--- src/rtl/ro_meas_pkg.sv ---
// Shared types and constants for the ring-oscillator frequency counter.
package ro_meas_pkg;

  typedef enum logic [1:0] {
    IDLE  = 2'd0,
    ARM   = 2'd1,
    COUNT = 2'd2,
    DONE  = 2'd3
  } state_e;

  localparam logic MODE_SINGLE = 1'b0;
  localparam logic MODE_SCAN   = 1'b1;

  localparam int unsigned WIN_DEFAULT = 100;

endpackage

--- src/rtl/ro_edge_sync.sv ---
// Multi-flop synchroniser for an asynchronous oscillator input, followed by
// a one-cycle pulse on each synchronised rising edge.
module ro_edge_sync
  import ro_meas_pkg::*;
#(
  parameter int SYNC_STAGES = 2
) (
  input  logic clk,
  input  logic rst,
  input  logic d,
  output logic rise
);

  logic [SYNC_STAGES-1:0] sync_q, sync_d;
  logic                   prev_q, prev_d;

  always_comb begin
    sync_d = {sync_q[SYNC_STAGES-2:0], d};
    prev_d = sync_q[SYNC_STAGES-1];
  end

  always_ff @(posedge clk or posedge rst) begin
    if (rst) begin
      sync_q <= '0;
      prev_q <= 1'b0;
    end else begin
      sync_q <= sync_d;
      prev_q <= prev_d;
    end
  end

  assign rise = sync_q[SYNC_STAGES-1] & ~prev_q;

endmodule

--- src/rtl/ro_freq_counter_mc.sv ---
// Multi-channel RO frequency counter: selects one oscillator, counts its rising
// edges over a window of clk cycles and hands the result over valid/ready.
module ro_freq_counter_mc
  import ro_meas_pkg::*;
#(
  parameter int N_CH        = 2,
  parameter int CNT_W       = 16,
  parameter int WIN_W       = 16,
  parameter int SYNC_STAGES = 2,
  localparam int CH_W       = (N_CH > 1) ? $clog2(N_CH) : 1
) (
  input  logic             clk,
  input  logic             rst,
  input  logic [N_CH-1:0]  osc_in,
  input  logic [CH_W-1:0]  ch_sel,
  input  logic [WIN_W-1:0] win_len,
  input  logic             mode,
  input  logic             start,
  output logic             busy,
  output logic [CNT_W-1:0] result,
  output logic [CH_W-1:0]  result_ch,
  output logic             result_ovf,
  output logic             result_valid,
  input  logic             result_ready
);

  localparam int ARM_W = $clog2(SYNC_STAGES + 1);
  localparam logic [ARM_W-1:0] ARM_LAST = ARM_W'(SYNC_STAGES);
  localparam logic [CNT_W-1:0] CNT_MAX  = '1;

  function automatic logic [CH_W-1:0] wrap_ch(input logic [CH_W-1:0] c);
    return CH_W'(32'(c) % N_CH);
  endfunction

  function automatic logic [CH_W-1:0] next_ch(input logic [CH_W-1:0] c);
    return CH_W'((32'(c) + 32'd1) % N_CH);
  endfunction

  // Returns {ovf, count}; the count sticks at its maximum instead of wrapping.
  function automatic logic [CNT_W:0] sat_inc(input logic [CNT_W-1:0] c,
                                             input logic             ovf,
                                             input logic             inc);
    if (!inc)          return {ovf, c};
    if (c == CNT_MAX)  return {1'b1, c};
    return {ovf, c + 1'b1};
  endfunction

  state_e             state_q, state_d;
  logic [CH_W-1:0]    ch_q, ch_d;
  logic [WIN_W-1:0]   win_q, win_d;
  logic               mode_q, mode_d;
  logic [ARM_W-1:0]   arm_cnt_q, arm_cnt_d;
  logic [WIN_W-1:0]   win_cnt_q, win_cnt_d;
  logic [CNT_W-1:0]   cnt_q, cnt_d;
  logic               ovf_q, ovf_d;
  logic [CNT_W-1:0]   result_q, result_d;
  logic [CH_W-1:0]    result_ch_q, result_ch_d;
  logic               result_ovf_q, result_ovf_d;
  logic               result_valid_q, result_valid_d;

  logic osc_sel;
  logic edge_pulse;

  // The mux follows the latched channel, so ARM flushes stale samples of the
  // previous channel out of the synchroniser before counting starts.
  assign osc_sel = osc_in[ch_q];

  ro_edge_sync #(
    .SYNC_STAGES(SYNC_STAGES)
  ) u_edge_sync (
    .clk  (clk),
    .rst  (rst),
    .d    (osc_sel),
    .rise (edge_pulse)
  );

  always_comb begin
    state_d        = state_q;
    ch_d           = ch_q;
    win_d          = win_q;
    mode_d         = mode_q;
    arm_cnt_d      = arm_cnt_q;
    win_cnt_d      = win_cnt_q;
    cnt_d          = cnt_q;
    ovf_d          = ovf_q;
    result_d       = result_q;
    result_ch_d    = result_ch_q;
    result_ovf_d   = result_ovf_q;
    result_valid_d = result_valid_q;

    case (state_q)
      IDLE: begin
        if (start && (win_len != '0)) begin
          ch_d      = wrap_ch(ch_sel);
          win_d     = win_len;
          mode_d    = mode;
          arm_cnt_d = ARM_LAST;
          cnt_d     = '0;
          ovf_d     = 1'b0;
          state_d   = ARM;
        end
      end
      ARM: begin
        if (arm_cnt_q == '0) begin
          win_cnt_d = win_q;
          state_d   = COUNT;
        end else begin
          arm_cnt_d = arm_cnt_q - 1'b1;
        end
      end
      COUNT: begin
        {ovf_d, cnt_d} = sat_inc(cnt_q, ovf_q, edge_pulse);
        if (win_cnt_q == WIN_W'(1)) begin
          result_d       = cnt_d;
          result_ch_d    = ch_q;
          result_ovf_d   = ovf_d;
          result_valid_d = 1'b1;
          state_d        = DONE;
        end else begin
          win_cnt_d = win_cnt_q - 1'b1;
        end
      end
      DONE: begin
        if (result_valid_q && result_ready) begin
          result_valid_d = 1'b0;
          mode_d         = mode;
          // Scanning continues only if both the latched and the live mode ask for it.
          if ((mode_q == MODE_SCAN) && (mode == MODE_SCAN)) begin
            ch_d      = next_ch(ch_q);
            arm_cnt_d = ARM_LAST;
            cnt_d     = '0;
            ovf_d     = 1'b0;
            state_d   = ARM;
          end else begin
            state_d   = IDLE;
          end
        end
      end
      default: state_d = IDLE;
    endcase
  end

  always_ff @(posedge clk or posedge rst) begin
    if (rst) begin
      state_q        <= IDLE;
      ch_q           <= '0;
      win_q          <= '0;
      mode_q         <= MODE_SINGLE;
      arm_cnt_q      <= '0;
      win_cnt_q      <= '0;
      cnt_q          <= '0;
      ovf_q          <= 1'b0;
      result_q       <= '0;
      result_ch_q    <= '0;
      result_ovf_q   <= 1'b0;
      result_valid_q <= 1'b0;
    end else begin
      state_q        <= state_d;
      ch_q           <= ch_d;
      win_q          <= win_d;
      mode_q         <= mode_d;
      arm_cnt_q      <= arm_cnt_d;
      win_cnt_q      <= win_cnt_d;
      cnt_q          <= cnt_d;
      ovf_q          <= ovf_d;
      result_q       <= result_d;
      result_ch_q    <= result_ch_d;
      result_ovf_q   <= result_ovf_d;
      result_valid_q <= result_valid_d;
    end
  end

  assign busy         = (state_q != IDLE);
  assign result       = result_q;
  assign result_ch    = result_ch_q;
  assign result_ovf   = result_ovf_q;
  assign result_valid = result_valid_q;

endmodule
--- config.mk ---
export PLATFORM = sky130hd
export DESIGN_NAME = ro_freq_counter_mc
export DESIGN_NICKNAME = d
export VERILOG_FILES = /design/src/rtl/ro_meas_pkg.sv /design/src/rtl/ro_edge_sync.sv /design/src/rtl/ro_freq_counter_mc.sv
export SDC_FILE = /design/constraint.sdc
export NUM_CORES = 1
export LEC_CHECK = 0
export ABC_AREA = 1
export ABC_CLOCK_PERIOD_IN_PS = 2300
export BUFFER_PORTS_ARGS = -buffer_cell sky130_fd_sc_hd__buf_2
export CORE_ASPECT_RATIO = 1.5
export CORE_MARGIN = 3
export CORE_UTILIZATION = 30
export CTS_CLUSTER_SIZE = 8
export DETAILED_ROUTE_END_ITERATION = 7
export PLACE_DENSITY_LB_ADDON = 0.2
export SYNTH_ARGS = -nofsm -noshare
export SYNTH_HDL_FRONTEND = slang
export SYNTH_HIERARCHICAL = 1
export SYNTH_SLANG_ARGS = --single-unit
--- constraint.sdc ---
create_clock -name clk -period 2.3 [get_ports clk]
set_input_delay 0.23 -clock clk [delete_from_list [all_inputs] [get_ports clk]]
set_output_delay 0.23 -clock clk [all_outputs]
set_load 0.05 [all_outputs]
# Yosys cells after proc, flatten, opt, wreduce, memory -nomap -nowiden
# Index checks and enable logic that the tools add are counted.
# word_totals
mem_bits_rw	0
mem_bits_ro	0
latchBits	0
register_bits	77
in_bits	24
n_memories	0
# op_classes
n_shift	0
multipliers	0
n_reduce_logical	21
mux	43
n_div	0
n_addsub	4
eq_ne	12
order_cmp	1
bitwise_logic	2
# op_table
cell	count
16-bit two-way mux	5
17-bit two-way mux	4
16-bit case mux with 3 select lines	1
16-bit case mux with 2 select lines	1
1-bit two-way mux	18
16-bit by 1-bit adder with 16-bit output (second input constant)	1
16-bit by 1-bit == test with 1-bit output (second input constant)	1
16-bit == test (second input constant)	1
2-bit two-way mux	8
16-bit nonzero test	1
16-bit by 1-bit subtractor with 16-bit output (second input constant)	1
2-bit inequality test (second input constant)	7
4-bit AND reduction	3
3-bit AND reduction	3
2-bit case mux with 4 select lines	1
2-bit nonzero test	4
1-bit case mux with 2 select lines	3
2-bit case mux with 3 select lines	1
3-bit nonzero test	2
5-bit AND reduction	1
2-bit == test (second input constant)	2
2-bit logical NOT	2
2-bit AND reduction	2
1-bit logical AND	3
7 further kinds	7

# Logic depth before layout (Yosys ltp)
# Gate-level depths: netlist (run 1).
# depth
word_depth	9
mapped_depth	11
mapped_depth_nobuf	11

# By module
# The synthesis (run 1) kept the hierarchy.
# modules_own_cells
mod	area_per_inst_um2	n_inst	cells_per_inst
ro_freq_counter_mc	4398.0	1	613
ro_edge_sync	88.8	1	6

# Least setup slack after synthesis (run 1)
# Ideal clock, no wire load.
# synth_path
path_kind	reg-to-reg
from	register state_q[0]
to	register win_q[10]
path_stages_with_launch	9
arrival_time_ns	1.611
setup_ns	0.131
n_path_buf	2
synth_period_minus_slack_ns	1.742
setup_slack_ns	0.558
t_required_ns	2.169
cell_sequence	dfrtp_1 > inv_1 > ha_1 > inv_1 > nor2_1 > buf_2 > buf_2 > nand2_1 > o21ai_0
# synth_via
elab_chain_len	2
# synth_rtl
item	line	text
start, declared	ro_freq_counter_mc.sv:48	state_e state_q, state_d;
start signal, assigned	ro_freq_counter_mc.sv:158	state_q <= state_d;
2-bit logical NOT	ro_freq_counter_mc.sv:91	case (state_q)
2-bit AND reduction (no line)	n/a	
end signal, assigned	ro_freq_counter_mc.sv:160	win_q <= win_d;
end, declared	ro_freq_counter_mc.sv:50	logic [WIN_W-1:0] win_q, win_d;
# Every way passes these cells.
# A chain may end at the register's enable or synchronous reset.

# Worst setup path in the final report (run 1)
# layout_path
from	register cnt_q[0]
to	register cnt_q[0]
# layout_via
elab_chain_len	7
elab_cells_between_ends	10
classes_between	add/sub (1); eq/ne (1); mux (8)
# layout_rtl
item	line	text
start, declared	ro_freq_counter_mc.sv:54	logic [CNT_W-1:0] cnt_q, cnt_d;
start signal, assigned	ro_freq_counter_mc.sv:164	cnt_q <= cnt_d;
parallel branches: the longest is 5 deep, another holds 16-bit by 1-bit adder with 16-bit output	n/a	
17-bit two-way mux *	ro_freq_counter_mc.sv:44	if (c == CNT_MAX) return {1'b1, c};
16-bit case mux with 3 select lines *	ro_freq_counter_mc.sv:91	
# Mark *: on every way between the ends. The select of a mux whose other input is x is not followed.

==> results of run 1 <==
==> stage by stage <==
stage / instances / total power, uW / utilization [%] / cell area [sq um]
floorplan: 619 / 3900 / - / 4490
global placement: 847 / 4390 / 33.5 / 4890
detailed placement: 847 / 4430 / 33.5 / 4890
CTS: 864 / 5980 / 35.7 / 5210
global route: 864 / 6450 / 35.7 / 5210
finish: 864 / 5880 / 35.7 / 5210
==> power breakdown <==
part	switching [uW]	internal [uW]	total, uW	leakage [uW]
registers	231	1710	1950	0.00101
clock network	555	950	1510	0.000147
logic	1670	761	2430	0.00139
total	2460	3430	5880	0.00254
==> timing repair <==
item | CTS | global route
setup buffers | 0 | 0
endpoints found under the hold margin | 3 | 0
hold buffers | 1 | 0
==> placed cells by master (no fill, tap or decap), types with 2 or more instances in the layout <==
cell type and count:
o21ai_0 42, nor2_1 56, inv_2 2, nand2_2 9, o21ai_2 13, o21bai_1 2
a21oi_1 6, buf_2 43, ha_1 8, o21ai_1 16, inv_1 74, nor2_4 5
clkbuf_1 3, dfrtp_1 77, nand2_1 206, nor2_2 6, clkbuf_16 9, nand3_2 7
buf_4 6, nand3_1 55, nand4_1 5, bufinv_16 2
==> routing by layer <==
metal  routed length [um]  global-route usage (%)
met5                    0                       0
met4                  163                    4.75
met1                 4380                    15.6
met3                  353                    2.73
met2                 5710                    25.8
==> sequential cells by signal, indices dropped and copies added (netlist names), 2 cells and up <==
register            cells
result                 16
arm_cnt_q               2
win_cnt_q              16
win_q                  16
state_q                 2
cnt_q                  16
u_edge_sync/sync_q      2
==> layout make-up <==
cell class              instances  area (sq um)
fillers                      1607          9380
multi-input cells             447          2150
flip-flops and latches         77          1930
inverters                      77           292
repair buffers                 51           290
well taps                     196           245
clock buffers                  12           236
clock inverters                 4          72.6
==> cells by family after synthesis <==
| family | after synthesis |
|---|---|
| adder cells (fa/ha/maj) | 8 |
| XOR/XNOR | 1 |
| multiplexers | 1 |
| buffers and inverters | 95 |
| AO/OA/AOI/OAI | 84 |
| flip-flops | 77 |
| AND/OR/NAND/NOR | 353 |
==> worst paths after layout <==
kind / end / slack [ps] / start / cells past startpoint
min: win_q[0]$_DFFE_PP0P_ / 110 / win_len[0] / 3
min in group asynchronous: u_edge_sync/prev_q$_DFF_PP0_ / 320 / rst / 3
max reg2reg: cnt_q[0]$_DFFE_PP0P_ / 430 / cnt_q[0]$_DFFE_PP0P_ / 8
min reg2reg: u_edge_sync/sync_q[1]$_DFF_PP0_ / 350 / u_edge_sync/sync_q[0]$_DFF_PP0_ / 0
max in group asynchronous: win_q[12]$_DFFE_PP0P_ / 1430 / rst / 4
max: cnt_q[0]$_DFFE_PP0P_ / 430 / cnt_q[0]$_DFFE_PP0P_ / 8
==> worst min-delay path, stage by stage <==
cell and delay [ps]:
buf_2 90, nand2_1 40, nand2_1 50
==> summary.md, run 1 <==
| Metric | Value |
|---|---|
| Run status | `finished clean` |
| Worst path buffer plus inverter count | `0` |
| Leak | `between 0.002 and 0.003 uW` |
| Die Wd | `about 110 um` |
| Vias per inst | `~4.6` |
| Fin crit share | `between 80% and 90%` |
| TritonCTS Buffers | `9` |
| Crit-path cells | `ha_1 > nand2_1 > nor2_2 > nand4_2 > nand2_1 > nand2_1 > nand3_1 > o21ai_1` |
| CP Capture Type | `register` |
| TritonCTS clock tree | `done` |
| Area grow syn2layout | `16.2%` |
| CP Launch Type | `register` |
| Layout Skew | `~7.7 ps` |
| Gpl congestion | `0.819` |
| XOR/XNOR share of the synthesized area | `0.195%` |
| DRT antenna net count | `0` |
| Synth Area in Simple Gates | `between 30 and 40%` |
| Setup ws final | `between 400 and 500 ps` |
| Synth Area in Adders | `between 2 and 2.5%` |
| Average routed wire per standard cell | `about 12 um` |
| Sequential share of the synthesized area | `42.9%` |
| DP HPWL | `between 7000 and 8000 um` |
| Tightest Pin Transition | `around 430 ps` |
| EDFF count, synth | `0` |
| Complex-gate fraction of the synthesized area | `10.8%` |
| Worst-path clk slew | `~60 ps` |
| Site Rows | `54` |
| Area contributors post-synth | `dfrtp_1 43%, nand2_1 17%, inv_1 6.3%, nand3_1 6.1%, nor2_1 4.7%` |
| Final setup vio count | `0` |
| CTS H-tree depth | `3` |
| Post-synthesis cell area | `0.00449 sq mm` |
| Initial antenna violation count | `0` |
| Commonest cells in the netlist | `206 x nand2_1, 77 x dfrtp_1, 75 x inv_1` |
| Crit path largest cell delay | `400 ps` |
| Clock root buffer | `clkbuf_16` |
| I/O Buffers | `between 40 and 50` |
| Setup WS pre-CTS | `roughly 430 ps` |
| Syn Area/Cell | `7.25 sq um` |
| Slowest-stage cell, CP | `dfrtp_1` |
| Most frequent cell after synthesis | `nand2_1` |
| Yosys top cell by area | `dfrtp_1` |
| Post-synthesis cell type count | `33` |
| Die span in y | `approximately 160 um` |
| Die area | `between 0.015 and 0.02 sq mm` |
| Final min period | `1870 ps` |
| GRT overflow | `0` |
| Largest net degree at the start of global routing | `75` |
| Final setup TNS | `0 ps` |
| First-pass GRT wire length | `roughly 19000 um` |
| Initial DRC Count | `135` |
| Pre-antenna DRT Iters | `4` |
| Worst path required time | `2500 ps` |
| GRT Resource Usage Total | `between 10% and 20%` |
| Clk_lat worst skew | `approximately 330 ps` |
| Mux contribution to synthesized area | `less than 1%` |
| Initial Utilization | `between 30% and 40%` |
| Max Slew Vio Count | `0` |
| Most common flop cell mapped by yosys | `dfrtp_1` |
| Worst VDD drop | `between 0.5 and 0.6 mV` |
| Most used cell, CP | `nand2_1` |
| Layout cells sized above 1 | `16.3%` |
| Async S/R FF share, synth | `between 90% and 100%` |
| Crit path max fanout | `13` |
| Total Nets Final | `slightly below 700` |
| Crit-path leading delay family | `simple AND/OR/NAND/NOR gates` |
| Final wirelength | `10600 um` |
| Synth top area share | `roughly 43%` |
| DRC Markers | `0` |
| Vias in the first global route | `3862` |
| F_max | `between 500 and 600 MHz` |
| HP Class | `in -> reg` |
| Clk sinks | `77` |
| RSZ-0062 raised after global routing | `no` |
| Fin. Hold Viols | `0` |
| Yosys Warn Count | `6` |
| Gate count after technology mapping | `about 620` |
| Ports | `44` |
| Headroom to the max-slew limit | `between 70% and 80%` |
| Crit Path Category | `reg -> reg` |
| Antenna diodes | `0` |
| Max-Cap Viols | `0` |
| Synth Register Bits | `between 70 and 80` |
| Post-cts gate resize count | `0` |
| Clk buf depth | `2` |
| Mapped Nets | `651` |
| Main combinational cell family by area after synthesis | `simple AND/OR/NAND/NOR gates` |
| Critical path data arrival time | `approximately 2100 ps` |
| Vias | `approximately 3900` |
| Power Density | `approximately 1100 mW/mm^2` |
| WHS | `111 ps` |
| Core area | `approximately 0.015 sq mm` |
Power figures use the tool's default switching activity.
==> inputs of run 2 (changes only) <==
--- a/config.mk
+++ b/config.mk
@@ -5,8 +5,8 @@
 export SDC_FILE = /design/constraint.sdc
 export NUM_CORES = 1
 export LEC_CHECK = 0
-export ABC_AREA = 1
-export ABC_CLOCK_PERIOD_IN_PS = 2300
+export ABC_AREA = 0
+export ABC_CLOCK_PERIOD_IN_PS = 1500
 export BUFFER_PORTS_ARGS = -buffer_cell sky130_fd_sc_hd__buf_2
 export CORE_ASPECT_RATIO = 1.5
 export CORE_MARGIN = 3
==> constraint.sdc (replaced) <==
create_clock -name clk -period 1.5 [get_ports clk]
set_input_delay 0.15 -clock clk [delete_from_list [all_inputs] [get_ports clk]]
set_output_delay 0.15 -clock clk [all_outputs]
set_load 0.05 [all_outputs]
==> summary.md, run 2 <==
| Metric | Value |
|---|---|
| Post-synthesis cell area | `0.00418 sq mm (was 0.00449 sq mm)` |
| GRT overflow | `0 (unchanged)` |
| Vias in the first global route | `4358 (was 3862)` |
| Die area | `0.0154 sq mm (was 0.0165 sq mm)` |
| F_max | `493 MHz (was 535 MHz)` |
| Worst Setup SP | `win_cnt_q[12]$_DFFE_PP0P_ (was cnt_q[0]$_DFFE_PP0P_)` |
| Average routed wire per standard cell | `17.0 um (was 12.3 um)` |
| Syn Area/Cell | `9.78 sq um (was 7.25 sq um)` |
| I/O Buffers | `43 (unchanged)` |
| HP Class | `in -> reg (unchanged)` |
| DRT antenna net count | `0 (unchanged)` |
| Synth Register Bits | `77 (unchanged)` |
| Leak | `0.00315 uW (was 0.00254 uW)` |
| Most common cell after layout, fill and taps aside | `buf_4 (was nand2_1)` |
| R2R setup slack | `-530 ps (was 430 ps)` |
| Most used cell, CP | `or3_4 (was nand2_1)` |
| Power Density | `1830 mW/mm^2 (was 1130 mW/mm^2)` |
| Sequential Power Share | `24.3% (was 33.1%)` |
| Final min period | `2030 ps (was 1870 ps)` |
| Clk sinks | `77 (unchanged)` |
| Worst path required time | `1720 ps (was 2500 ps)` |
| CP Launch Type | `register (unchanged)` |
| Initial Utilization | `30.9% (was 30.7%)` |
| Crit-path cells | `or3_4 > or3_4 > o21ai_2 > and3_4 > mux2_1 (was ha_1 > nand2_1 > nor2_2 > nand4_2 > nand2_1 > nand2_1 > nand3_1 > o21ai_1)` |
| Largest net degree at the start of global routing | `37 (was 75)` |
| Crit path max fanout | `4 (was 13)` |
| Initial antenna violation count | `0 (unchanged)` |
| Synth top area share | `46.1% (was 42.9%)` |
| Commonest cells in the netlist | `77 x dfrtp_1, 49 x nand2_1, 36 x o21ai_0 (was 206 x nand2_1, 77 x dfrtp_1, 75 x inv_1)` |
| Clk buf depth | `2 (unchanged)` |
| Mapped Nets | `459 (was 651)` |
| Crit Path Category | `reg -> reg (unchanged)` |
| Critical path depth | `5 (was 8)` |
| Fin. Hold Viols | `0 (unchanged)` |
| Worst-path clk slew | `60 ps (about the same)` |
| Critical path data arrival time | `2250 ps (was 2070 ps)` |
| Fin crit share | `135% (was 81.2%)` |
| Crit path largest cell delay | `400 ps (about the same)` |
| Core area | `0.0135 sq mm (was 0.0146 sq mm)` |
| Slowest-stage cell, CP | `dfrtp_1 (unchanged)` |
| TritonCTS clock tree | `done (unchanged)` |
| Ports | `44 (unchanged)` |
| EDFF count, synth | `0 (unchanged)` |
| Die span in y | `151 um (was 156 um)` |
| Violated checks | `negative setup slack` |
| GRT Resource Usage Total | `18.1% (was 13.8%)` |
| Crit-path leading delay family | `simple AND/OR/NAND/NOR gates (unchanged)` |
| RSZ-0062 raised after global routing | `yes (was no)` |
| Total Nets Final | `652 (was 695)` |
| Pre-antenna DRT Iters | `4 (unchanged)` |
| Yosys Warn Count | `6 (unchanged)` |
| Area grow syn2layout | `67.4% (was 16.2%)` |
| Most frequent cell after synthesis | `dfrtp_1 (was nand2_1)` |
| Site Rows | `52 (was 54)` |
| Vias per inst | `5.26 (was 4.56)` |
| R2r startpoint | `win_cnt_q[12]$_DFFE_PP0P_ (was cnt_q[0]$_DFFE_PP0P_)` |
| Post-synthesis cell type count | `63 (was 33)` |
| Clock power share | `19.1% (was 25.6%)` |
| Initial DRC Count | `123 (was 135)` |
| Final wirelength | `13400 um (was 10600 um)` |
| DRC Markers | `0 (unchanged)` |
| End-of-flow core utilization | `51.7% (was 35.7%)` |
| Post-route non-filler standard cell count | `787 (was 864)` |
| Yosys top cell by area | `dfrtp_1 (unchanged)` |
| Clk_lat worst skew | `340 ps (was 330 ps)` |
| CP Capture Type | `register (unchanged)` |
| Layout cells sized above 1 | `57.4% (was 16.3%)` |
| Headroom to the max-slew limit | `73.0% (was 71.1%)` |
| Area contributors post-synth | `dfrtp_1 46%, nand2_1 4.4%, o21ai_0 4.3%, a21oi_1 4.2%, mux2_4 3.6% (was dfrtp_1 43%, nand2_1 17%, inv_1 6.3%, nand3_1 6.1%, nor2_1 4.7%)` |
| Die Wd | `102 um (was 106 um)` |
| Sequential share of the synthesized area | `46.1% (was 42.9%)` |
| WHS | `39.2 ps (was 111 ps)` |
| Tightest Pin Transition | `401 ps (was 432 ps)` |
| Final setup vio count | `75 (was 0)` |
| DP HPWL | `8690 um (was 7850 um)` |
| CTS H-tree depth | `3 (unchanged)` |
| Most frequent cells in the layout | `117 x buf_4, 74 x dfrtp_1, 40 x buf_2 (was 206 x nand2_1, 77 x dfrtp_1, 74 x inv_1)` |
| Placed insts | `736 (was 847)` |
| Gpl congestion | `0.862 (was 0.819)` |
| CP endpoint | `state_q[1]$_DFFE_PP0P_ (was cnt_q[0]$_DFFE_PP0P_)` |
| Combinational fraction of design power | `56.6% (was 41.3%)` |
| Reg2reg end | `state_q[1]$_DFFE_PP0P_ (was cnt_q[0]$_DFFE_PP0P_)` |
| Net Sw Frac | `36.9% (was 41.8%)` |
| Worst VDD drop | `0.800 mV (was 0.591 mV)` |
| TritonCTS Buffers | `9 (unchanged)` |
| Setup ws final | `-529 ps (was 432 ps)` |
| Most common flop cell mapped by yosys | `dfrtp_1 (unchanged)` |
| Run status | `finished, violations left (was finished clean)` |
| Clock root buffer | `clkbuf_16 (unchanged)` |
| Vias | `4143 (was 3943)` |
| Async S/R FF share, synth | `100% (unchanged)` |
| Sw Pwr | `4720 uW (was 2460 uW)` |
| Gate count after technology mapping | `427 (was 619)` |
| Max-Cap Viols | `0 (unchanged)` |
| Worst hold path stage count | `2 (was 3)` |
| Power Internal | `8090 uW (was 3430 uW)` |
| Layout Skew | `8.00 ps (was 7.65 ps)` |
| Worst path buffer plus inverter count | `0 (unchanged)` |
| First-pass GRT wire length | `21700 um (was 18600 um)` |
| Reg2Reg Depth | `5 (was 8)` |
| Antenna diodes | `0 (unchanged)` |
| Max Slew Vio Count | `0 (unchanged)` |
run 2: cell types whose count changed after synthesis, moves of 13 or more:
| cell | previous run | this run |
|---|---|---|
| nor2_1 | 56 | 18 |
| nand2_1 | 206 | 49 |
| inv_1 | 75 | 19 |
| a21oi_1 | 6 | 35 |
| o21ai_1 | 16 | 3 |
| nand3_1 | 55 | 13 |
run 2: cell families after synthesis:
family	share of synthesized area, %
multiplexers	7.46
adder cells (fa/ha/maj)	2.40
AND/OR/NAND/NOR	15.9
flip-flops	46.1
XOR/XNOR	2.10
buffers and inverters	4.55
AO/OA/AOI/OAI	21.5
run 2: worst min path at each step:
| stage | startpoint | to |
|---|---|---|
| after global placement | rst | u_edge_sync/sync_q[0]$_DFF_PP0_ |
| after detailed placement | rst | u_edge_sync/sync_q[0]$_DFF_PP0_ |
| after floorplan | rst | u_edge_sync/prev_q$_DFF_PP0_ |
| after CTS | osc_in[0] | u_edge_sync/sync_q[0]$_DFF_PP0_ |
| after global routing | osc_in[0] | u_edge_sync/sync_q[0]$_DFF_PP0_ |
| final | osc_in[0] | u_edge_sync/sync_q[0]$_DFF_PP0_ |
run 2: repair_timing:
item	4_1_cts	5_1_grt
gates resized for setup	96	68
endpoints found under the hold margin	10	0
cloned	5	1
setup endpoints to repair	75	75
pin swaps	43	32
hold buffers	1	0
buffers inserted	16	17
run 2: cell type report:
| type | count | area [sq um] |
|---|---|---|
| Clock buffer | 10 | 239 |
| Clock inverter | 6 | 93.8 |
| Fill cell | 1215 | 6540 |
| Inverter | 19 | 80.1 |
| Multi-Input combinational cell | 310 | 2690 |
| Sequential cell | 77 | 1930 |
| Tap cell | 162 | 203 |
| Timing Repair Buffer | 203 | 1760 |
run 2: per-stage QoR:
| stage | cell area [sq um] | setup WS, ps | total power [uW] | setup TNS [ps] |
|---|---|---|---|---|
| after floorplan | 4350 | -505 | 6300 | -23750 |
| after global placement | 5630 | -618 | 8440 | -34200 |
| after global routing | 7000 | -608 | 13600 | -29670 |
| after detailed placement | 5630 | -668 | 8560 | -36400 |
| after CTS | 6600 | -476 | 12300 | -21840 |
| final | 7000 | -529 | 12800 | -24570 |
run 2: layer usage:
layer | share of wire, % | track usage [%] | wire length, um
met1 | 38 | 19.6 | 5050
met2 | 58 | 34.1 | 7740
met3 | 2.6 | 2.74 | 344
met4 | 2.1 | 7.29 | 278
met5 | 0 | 0 | 0
run 2: power by group through the flow:
stage,Clock [uW],Combinational (uW),Sequential (uW)
2_1_floorplan,0,3140,3160
3_3_place_gp,0,5360,3080
3_5_place_dp,0,5470,3090
4_1_cts,2500,6740,3080
5_1_grt,2610,7830,3180
6_report,2450,7250,3110
